## src/rtl/uart_alu_interface_pkg.sv

```systemverilog
// Shared definitions for the UART-to-ALU command bridge: state encoding
// and default widths/timeout.
package uart_pkg;

  localparam int DBIT_DEF         = 8;
  localparam int NB_OP_DEF        = 6;
  localparam int TIMEOUT_CLKS_DEF = 50_000_000;

  typedef enum logic [2:0] {
    WAIT_A  = 3'd0,
    WAIT_B  = 3'd1,
    WAIT_OP = 3'd2,
    EXEC    = 3'd3,
    SEND    = 3'd4,
    WAIT_TX = 3'd5
  } state_t;

endpackage

```

## src/rtl/uart_alu_interface_if.sv

```systemverilog
// Bundle of receiver, ALU and transmitter signals seen by the bridge.
// The slave view belongs to the bridge; the master view to its environment.
interface uart_alu_if
  import uart_pkg::*;
#(
  parameter int DBIT  = DBIT_DEF,
  parameter int NB_OP = NB_OP_DEF
) ();

  logic             rx_done_tick;
  logic [DBIT-1:0]  rx_data;
  logic [DBIT-1:0]  alu_result;
  logic             tx_done_tick;
  logic [DBIT-1:0]  alu_a;
  logic [DBIT-1:0]  alu_b;
  logic [NB_OP-1:0] alu_op;
  logic             tx_start;
  logic [DBIT-1:0]  tx_data;
  logic             busy;
  logic             frame_err;
  logic             rx_overrun;

  modport slave (
    input  rx_done_tick, rx_data, alu_result, tx_done_tick,
    output alu_a, alu_b, alu_op, tx_start, tx_data, busy, frame_err, rx_overrun
  );

  modport master (
    output rx_done_tick, rx_data, alu_result, tx_done_tick,
    input  alu_a, alu_b, alu_op, tx_start, tx_data, busy, frame_err, rx_overrun
  );

endinterface

```

## src/rtl/uart_alu_interface_frame_timeout_counter.sv

```systemverilog
// Inter-byte watchdog: counts while enabled, pulses terminal when the last
// allowed clock is reached, and returns to zero on clear, disable or expiry.
module frame_timeout_counter
  import uart_pkg::*;
#(
  parameter int TIMEOUT_CLKS = TIMEOUT_CLKS_DEF
) (
  input  logic clk,
  input  logic reset,
  input  logic clear,
  input  logic enable,
  output logic terminal
);

  localparam int                CNT_W = $clog2(TIMEOUT_CLKS);
  localparam logic [CNT_W-1:0]  LAST  = CNT_W'(TIMEOUT_CLKS - 1);

  logic [CNT_W-1:0] count_q, count_d;

  assign terminal = enable && (count_q == LAST);

  // Clearing on expiry is what keeps the counter from ever wrapping.
  always_comb begin
    count_d = count_q + CNT_W'(1);
    if (clear || !enable || terminal) begin
      count_d = '0;
    end
  end

  always_ff @(posedge clk) begin
    if (!reset) begin
      count_q <= '0;
    end else begin
      count_q <= count_d;
    end
  end

endmodule

```

## src/rtl/uart_alu_interface.sv

```systemverilog
// Assembles A/B/opcode frames from the UART receiver, drives the ALU and
// forwards its result to the UART transmitter.
module uart_alu_interface
  import uart_pkg::*;
#(
  parameter int DBIT         = DBIT_DEF,
  parameter int NB_OP        = NB_OP_DEF,
  parameter int TIMEOUT_CLKS = TIMEOUT_CLKS_DEF
) (
  input logic      clk,
  input logic      reset,
  uart_alu_if.slave bus
);

  state_t           state_q, state_d;
  logic [DBIT-1:0]  alu_a_q, alu_a_d;
  logic [DBIT-1:0]  alu_b_q, alu_b_d;
  logic [NB_OP-1:0] alu_op_q, alu_op_d;
  logic [DBIT-1:0]  tx_data_q, tx_data_d;
  logic             frame_err_q, frame_err_d;
  logic             rx_overrun_q, rx_overrun_d;
  logic             cnt_clear, cnt_enable, cnt_terminal;

  assign cnt_enable = (state_q == WAIT_B) || (state_q == WAIT_OP);

  frame_timeout_counter #(
    .TIMEOUT_CLKS(TIMEOUT_CLKS)
  ) u_timeout (
    .clk      (clk),
    .reset    (reset),
    .clear    (cnt_clear),
    .enable   (cnt_enable),
    .terminal (cnt_terminal)
  );

  // A byte arriving on the expiry cycle takes priority over the abort.
  always_comb begin
    state_d      = state_q;
    alu_a_d      = alu_a_q;
    alu_b_d      = alu_b_q;
    alu_op_d     = alu_op_q;
    tx_data_d    = tx_data_q;
    frame_err_d  = 1'b0;
    rx_overrun_d = 1'b0;
    cnt_clear    = 1'b0;
    case (state_q)
      WAIT_A: begin
        if (bus.rx_done_tick) begin
          alu_a_d   = bus.rx_data;
          cnt_clear = 1'b1;
          state_d   = WAIT_B;
        end
      end
      WAIT_B: begin
        if (bus.rx_done_tick) begin
          alu_b_d   = bus.rx_data;
          cnt_clear = 1'b1;
          state_d   = WAIT_OP;
        end else if (cnt_terminal) begin
          frame_err_d = 1'b1;
          state_d     = WAIT_A;
        end
      end
      WAIT_OP: begin
        if (bus.rx_done_tick) begin
          alu_op_d  = bus.rx_data[NB_OP-1:0];
          cnt_clear = 1'b1;
          state_d   = EXEC;
        end else if (cnt_terminal) begin
          frame_err_d = 1'b1;
          state_d     = WAIT_A;
        end
      end
      EXEC: begin
        tx_data_d    = bus.alu_result;
        rx_overrun_d = bus.rx_done_tick;
        state_d      = SEND;
      end
      SEND: begin
        rx_overrun_d = bus.rx_done_tick;
        state_d      = WAIT_TX;
      end
      WAIT_TX: begin
        rx_overrun_d = bus.rx_done_tick;
        if (bus.tx_done_tick) begin
          state_d = WAIT_A;
        end
      end
      default: begin
        state_d = WAIT_A;
      end
    endcase
  end

  always_ff @(posedge clk) begin
    if (!reset) begin
      state_q      <= WAIT_A;
      alu_a_q      <= '0;
      alu_b_q      <= '0;
      alu_op_q     <= '0;
      tx_data_q    <= '0;
      frame_err_q  <= 1'b0;
      rx_overrun_q <= 1'b0;
    end else begin
      state_q      <= state_d;
      alu_a_q      <= alu_a_d;
      alu_b_q      <= alu_b_d;
      alu_op_q     <= alu_op_d;
      tx_data_q    <= tx_data_d;
      frame_err_q  <= frame_err_d;
      rx_overrun_q <= rx_overrun_d;
    end
  end

  assign bus.alu_a      = alu_a_q;
  assign bus.alu_b      = alu_b_q;
  assign bus.alu_op     = alu_op_q;
  assign bus.tx_data    = tx_data_q;
  assign bus.tx_start   = (state_q == SEND);
  assign bus.busy       = (state_q == EXEC) || (state_q == SEND) || (state_q == WAIT_TX);
  assign bus.frame_err  = frame_err_q;
  assign bus.rx_overrun = rx_overrun_q;

endmodule

```

## src/flat_wrapper.sv

```systemverilog
// flat-port wrapper written by rule: the top's interface ports become plain ports
module uart_alu_interface_flat import uart_pkg::*;
#(
  parameter int DBIT         = DBIT_DEF,
  parameter int NB_OP        = NB_OP_DEF,
  parameter int TIMEOUT_CLKS = TIMEOUT_CLKS_DEF
)
  (clk, reset, bus_rx_done_tick, bus_rx_data, bus_alu_result, bus_tx_done_tick, bus_alu_a, bus_alu_b, bus_alu_op, bus_tx_start, bus_tx_data, bus_busy, bus_frame_err, bus_rx_overrun);
  uart_alu_if #(.DBIT(DBIT), .NB_OP(NB_OP)) bus_i ();
  input logic clk;
  input logic reset;
  input wire logic [$bits(bus_i.rx_done_tick)-1:0] bus_rx_done_tick;
  input wire logic [$bits(bus_i.rx_data)-1:0] bus_rx_data;
  input wire logic [$bits(bus_i.alu_result)-1:0] bus_alu_result;
  input wire logic [$bits(bus_i.tx_done_tick)-1:0] bus_tx_done_tick;
  output wire logic [$bits(bus_i.alu_a)-1:0] bus_alu_a;
  output wire logic [$bits(bus_i.alu_b)-1:0] bus_alu_b;
  output wire logic [$bits(bus_i.alu_op)-1:0] bus_alu_op;
  output wire logic [$bits(bus_i.tx_start)-1:0] bus_tx_start;
  output wire logic [$bits(bus_i.tx_data)-1:0] bus_tx_data;
  output wire logic [$bits(bus_i.busy)-1:0] bus_busy;
  output wire logic [$bits(bus_i.frame_err)-1:0] bus_frame_err;
  output wire logic [$bits(bus_i.rx_overrun)-1:0] bus_rx_overrun;
  assign bus_i.rx_done_tick = bus_rx_done_tick;
  assign bus_i.rx_data = bus_rx_data;
  assign bus_i.alu_result = bus_alu_result;
  assign bus_i.tx_done_tick = bus_tx_done_tick;
  assign bus_alu_a = bus_i.alu_a;
  assign bus_alu_b = bus_i.alu_b;
  assign bus_alu_op = bus_i.alu_op;
  assign bus_tx_start = bus_i.tx_start;
  assign bus_tx_data = bus_i.tx_data;
  assign bus_busy = bus_i.busy;
  assign bus_frame_err = bus_i.frame_err;
  assign bus_rx_overrun = bus_i.rx_overrun;
  uart_alu_interface #(.DBIT(DBIT), .NB_OP(NB_OP), .TIMEOUT_CLKS(TIMEOUT_CLKS)) u_core (.clk(clk), .reset(reset), .bus(bus_i));
endmodule
```

## config.mk

```make
export PLATFORM = sky130hd
export DESIGN_NAME = uart_alu_interface_flat
export DESIGN_NICKNAME = d
export VERILOG_FILES = /design/src/rtl/uart_alu_interface_pkg.sv /design/src/rtl/uart_alu_interface_if.sv /design/src/rtl/uart_alu_interface_frame_timeout_counter.sv /design/src/rtl/uart_alu_interface.sv /design/src/flat_wrapper.sv
export SDC_FILE = /design/constraint.sdc
export NUM_CORES = 1
export LEC_CHECK = 0
export CAP_MARGIN = 25
export CORE_MARGIN = 4
export CORE_UTILIZATION = 45
export CTS_CLUSTER_SIZE = 16
export DETAILED_ROUTE_END_ITERATION = 12
export GPL_TIMING_DRIVEN = 0
export PLACE_DENSITY = 0.75
export SYNTH_ARGS = -nofsm -noshare
export SYNTH_HDL_FRONTEND = slang
export SYNTH_SLANG_ARGS = --single-unit
```

## constraint.sdc

```tcl
create_clock -name clk -period 1.7 [get_ports clk]
set_input_delay 0.51 -clock clk [delete_from_list [all_inputs] [get_ports clk]]
set_output_delay 0.51 -clock clk [all_outputs]
set_load 0.005 [all_outputs]
```

* After elaboration in Yosys (flattened, before gate mapping)
Cells that the tools add are included. W data, S select, Z words.
Storage, ports and cells: register bits after elaboration 61, input bits 20, output and inout bits 34, word-level logic and storage cells 46
Cells by class: add/subtract/negate cells 1, equality and inequality tests 8, muxes and demuxes 9, bitwise logic cells 2, reductions and logical operators 18
Operator list (count):
- $add A26 B1 Y26 const B | 1
- $eq A26 B26 Y1 const B | 1
- $pmux W3 S6 | 1
- $mux W3 | 5
- $reduce_and A2 Y1 | 5
- $reduce_or A3 Y1 | 3
- $eq A3 B2 Y1 const B | 2
- $eq A3 B3 Y1 const B | 2
- $logic_or A1 B1 Y1 | 5
- $ne A2 B2 Y1 const B | 2
- $reduce_or A2 Y1 | 2
- $eq A3 B1 Y1 const B | 1
- $logic_not A3 Y1 | 1
- $mux W1 | 3
- $not A1 Y1 | 2
- $logic_and A1 B1 Y1 | 1
- $logic_not A1 Y1 | 1

* Depth between registers and ports, before layout
depth in word-level cells 6, mapped depth 7

* Cells and area by module
Synthesis repeated with hierarchy kept, for this count alone.
Unflattened totals: cells, all modules 286, area, all modules 2635.0 µm²
By module, submodules not included:
- uart_alu_interface | times used 1, cells each 144, area each 1386.3 µm², seq. area each 700.7 µm²
- frame_timeout_counter | times used 1, cells each 142, area each 1248.7 µm², seq. area each 520.5 µm²

* Worst setup path before layout
Ideal clock, no wire load.
path kind reg-to-reg, start point register u_core.u_timeout.count_q[9], end point register u_core.u_timeout.count_q[4], setup time 0.115 ns, data arrival time 1.694 ns, data required time 1.585 ns, setup slack -0.109 ns, cell stages (with the launch flop) 7, period minus slack after synthesis 1.809 ns, cells stage by stage dfxtp_1 -> or4_1 -> nor4_2 -> nand3_2 -> o21bai_4 -> buf_6 -> nor2_1
On the way: longest elaborated chain between the ends 4
RTL lines:
- start: declaration | line uart_alu_interface_frame_timeout_counter.sv:18 | logic [CNT_W-1:0] count_q, count_d;
- start signal: assignment | line uart_alu_interface_frame_timeout_counter.sv:34 | count_q <= count_d;
- $eq A26 B26 Y1 | line uart_alu_interface_frame_timeout_counter.sv:20 | assign terminal = enable && (count_q == LAST);
- $logic_and A1 B1 Y1 | line uart_alu_interface_frame_timeout_counter.sv:20
- $logic_or A1 B1 Y1 | line uart_alu_interface_frame_timeout_counter.sv:25 | if (clear || !enable || terminal) begin
- $reduce_or A2 Y1 (no source line)
No other way between the ends. A chain may end at the register's enable or synchronous reset.

* Final worst setup path
start point register u_core.u_timeout.count_q[24], end point register u_core.u_timeout.count_q[7]
The elaborated chain is that of the path after synthesis.

==> impl_metrics.tcl <==
set metrics [dict create \
    fp.dieW_um 83.8 \
    port_buffers 53 \
    dpl-instance-area_mm2 0.00321 \
    rsz0062_at_grt "yes" \
    grt_max_degree 13 \
    tightest_slew_ps 452 \
    ir_drop_mv 0.470 \
    drive_gt1_share_pct 28.8 \
    violations "setup timing" \
    ant_nets 0 \
    critPathLaunchType "flip-flop" \
    track_usage_pct 17.9 \
    insertedDiodeCount 0 \
    synth_seq_area_share_pct 47.2 \
    drc 0 \
    ys_ff_latch 61 \
    rrSetupSlack_ps -150 \
    die_height_um 83.8 \
    cap_violations 0 \
    io_pins 54 \
    synth_ff_type "dfxtp_1" \
    wl_per_cell_um 14.0 \
    cts-root-buf "clkbuf_8" \
    postCtsHoldBufs 0 \
    vias 2347 \
    setup_violations 26 \
    power.leakage_nw 1.57 \
    synth_edf_count 0 \
    syn_nets 321 \
    dpl.hpwl_mm 4.10 \
    post-route-util_pct 69.9 \
    finClkSkew_ps 7.87 \
    min_path_cells 2 \
    synth-async-reset-ratio_pct 0 \
    layout.nets 405 \
    power_w 0.00312 \
    drtIter0Drc 146 \
    crit_fanout 6 \
    synth_warnings 0 \
    path_class "flip-flop to flip-flop" \
    finish.instance_area_mm2 0.00387 \
    hp-class "flip-flop to flip-flop" \
    power_density_mw_per_mm2 806 \
    via_per_inst 5.09 \
    dieArea_mm2 0.00702 \
    gr-total-overflow 0 \
    avgSynthCellArea_um2 8.62 \
    postSynthCellCount 300 \
    max_freq_mhz 541 \
    whs_endpoint "u_core.bus.tx_data[7]" \
    place_worst_setup_slack_ps -713 \
    reg2regPathDepth 6 \
    syn_area_mm2 0.00259 \
    period_minus_slack_ps 1850 \
    cts_num_sinks 61 \
    hold_violations 0 \
    regToRegStartpoint "u_core.u_timeout.count_q[24]" \
    period_share_pct 109 \
    cts_made_buffers 9 \
    grt_antenna_before_repair 0 \
    end_kind "flip-flop" \
    fin_ws_ps -150 \
    cts.clk_slew.worst_paths_ps 70 \
    cts.path.max_buffers 2 \
    wl_mm 6.46 \
    h-tree-depth 3 \
    rows 27 \
    slew_violations 0 \
    r2r_end "u_core.u_timeout.count_q[7]" \
    globalplace.congestion 0.748 \
    clock_latency_ps 340 \
    first_global_vias 2179 \
    slew_headroom_pct 69.6 \
    worstPathRequired_ps 1930 \
    core_mm2 0.00554 \
    ys_types 34 \
    initial_core_util_pct 46.7 \
    min_from "u_core.bus.tx_data[7]" \
    cp_data_arrival_time_ps 2080 \
    outcome "finished, violations left" \
    tritoncts "yes" \
    area_delta_synth_final_pct 49.6 \
    drtPass1Iterations 4 \
    grt_pass1_wl_mm 10.3 \
]
-- stage by stage --
stage	TNS, ps	hold slack [ps]	cells
after floorplan	-215	430	300
after global placement	-24160	444	425
after detailed placement	-26250	456	425
after CTS	-1930	445	454
after global routing	-5300	474	461
final	-3080	459	461
-- where the power goes --
group / total [W] / switching, W / internal [W] / leakage, nW
logic: 0.000347 / 0.000165 / 0.000182 / 0.968
registers: 0.00149 / 0.0000270 / 0.00146 / 0.508
clock network: 0.00128 / 0.000600 / 0.000680 / 0.0954
-- timing repair --
item	CTS	global route
setup endpoints to repair	57	63
pin swaps	7	14
resized for setup	57	60
gates cloned	1	1
setup buffers	15	7
-- layer usage --
| metal | up-vias | GRT usage, % | share of wire (%) |
|---|---|---|---|
| met1 | 1107 | 22.1 | 44 |
| met2 | 47 | 29.4 | 50 |
| met3 | 9 | 4.44 | 3.7 |
| met4 | 0 | 8.19 | 1.4 |
| li1 | 1184 | - | - |
| met5 | - | 0 | 0 |
-- flip-flops by register name (all words and copies together) (netlist names) --
| name | flops |
|---|---|
| u_core.bus.tx_data | 8 |
| u_core.bus.alu_a | 8 |
| u_core.bus.alu_b | 8 |
| u_core.state_q | 3 |
| u_core.bus.frame_err | 1 |
| u_core.u_timeout.count_q | 26 |
| u_core.bus.rx_overrun | 1 |
| u_core.bus.alu_op | 6 |
-- final cells by class --
| type | count | area [um^2] |
|---|---|---|
| Sequential cell | 61 | 1260 |
| Timing Repair Buffer | 77 | 756 |
| Clock buffer | 9 | 124 |
| Fill cell | 427 | 1670 |
| Buffer | 7 | 48.8 |
| Inverter | 5 | 18.8 |
| Clock inverter | 7 | 76.3 |
| Tap cell | 72 | 90.1 |
| Multi-Input combinational cell | 223 | 1490 |
-- placed cells by master, fill, tap and decap left out, types with 4 or more instances in the layout --
cell	synthesis	final
nor2_4	0	4
nand2b_1	6	5
mux2i_1	6	6
nor3_1	5	4
xor2_1	9	9
dlygate4sd2_1	0	8
xnor2_1	12	11
nor2_1	34	13
clkbuf_1	8	4
dfxtp_1	61	34
clkbuf_8	0	9
dfxtp_2	0	24
buf_6	2	7
nor2b_1	8	8
nand3_1	18	16
buf_4	0	20
a21boi_0	25	25
dlymetal6s2s_1	0	16
nand4_1	8	8
inv_1	5	4
nand2_1	60	57
clkdlybuf4s50_1	0	27
nor2_2	0	17
-- worst max-delay path: stages (launching register included) --
cell and delay (ps):
dfxtp_2 330, or4_4 530, nor4_4 190, nand3_4 140, o21bai_4 300, buf_6 190, nor2_2 40
-- logic make-up after synthesis --
family,after synthesis,synth area share (%)
AOI/OAI and AO/OA,39,11.6
xor gates and xnor gates,21,7.11
adders and majority gates,1,0.484
buffers and inverters,16,2.95
DFF,61,47.2
muxes,6,2.32
and+or+nand+nor,156,28.4
-- synthesized netlist by cell type (2+ instances only) --
cell type | n | area, um^2
dfxtp_1 | 61 | 1220
nand2_1 | 60 | 225
nor2_1 | 34 | 128
a21boi_0 | 25 | 188
nand3_1 | 18 | 90.1
xnor2_1 | 12 | 105
xor2_1 | 9 | 78.8
clkbuf_1 | 8 | 30.0
nand4_1 | 8 | 50.1
nor2b_1 | 8 | 50.1
mux2i_1 | 6 | 60.1
nand2b_1 | 6 | 37.5
inv_1 | 5 | 18.8
nor3_1 | 5 | 25.0
a31oi_1 | 3 | 18.8
and3_1 | 3 | 18.8
nor4_1 | 3 | 18.8
or3_1 | 3 | 18.8
a21oi_1 | 2 | 10.0
buf_6 | 2 | 22.5
nor4_2 | 2 | 25.0
o211ai_1 | 2 | 15.0
o21ai_0 | 2 | 10.0
or2_2 | 2 | 12.5
or4_1 | 2 | 15.0
-- worst max-delay path by stage --
stage                                             from                      endpoint  slack [ps]  depth (start not counted)
after floorplan           u_core.u_timeout.count_q[24]   u_core.u_timeout.count_q[4]         -10                          6
after global placement               u_core.state_q[0]                      bus_busy        -710                          6
after detailed placement             u_core.state_q[0]                      bus_busy        -710                          6
after CTS                            u_core.state_q[0]                      bus_busy        -100                          6
after global routing      u_core.u_timeout.count_q[24]  u_core.u_timeout.count_q[15]        -230                          6
final                     u_core.u_timeout.count_q[24]   u_core.u_timeout.count_q[7]        -150                          6
No activity file was read; power rests on OpenSTA's default activity.
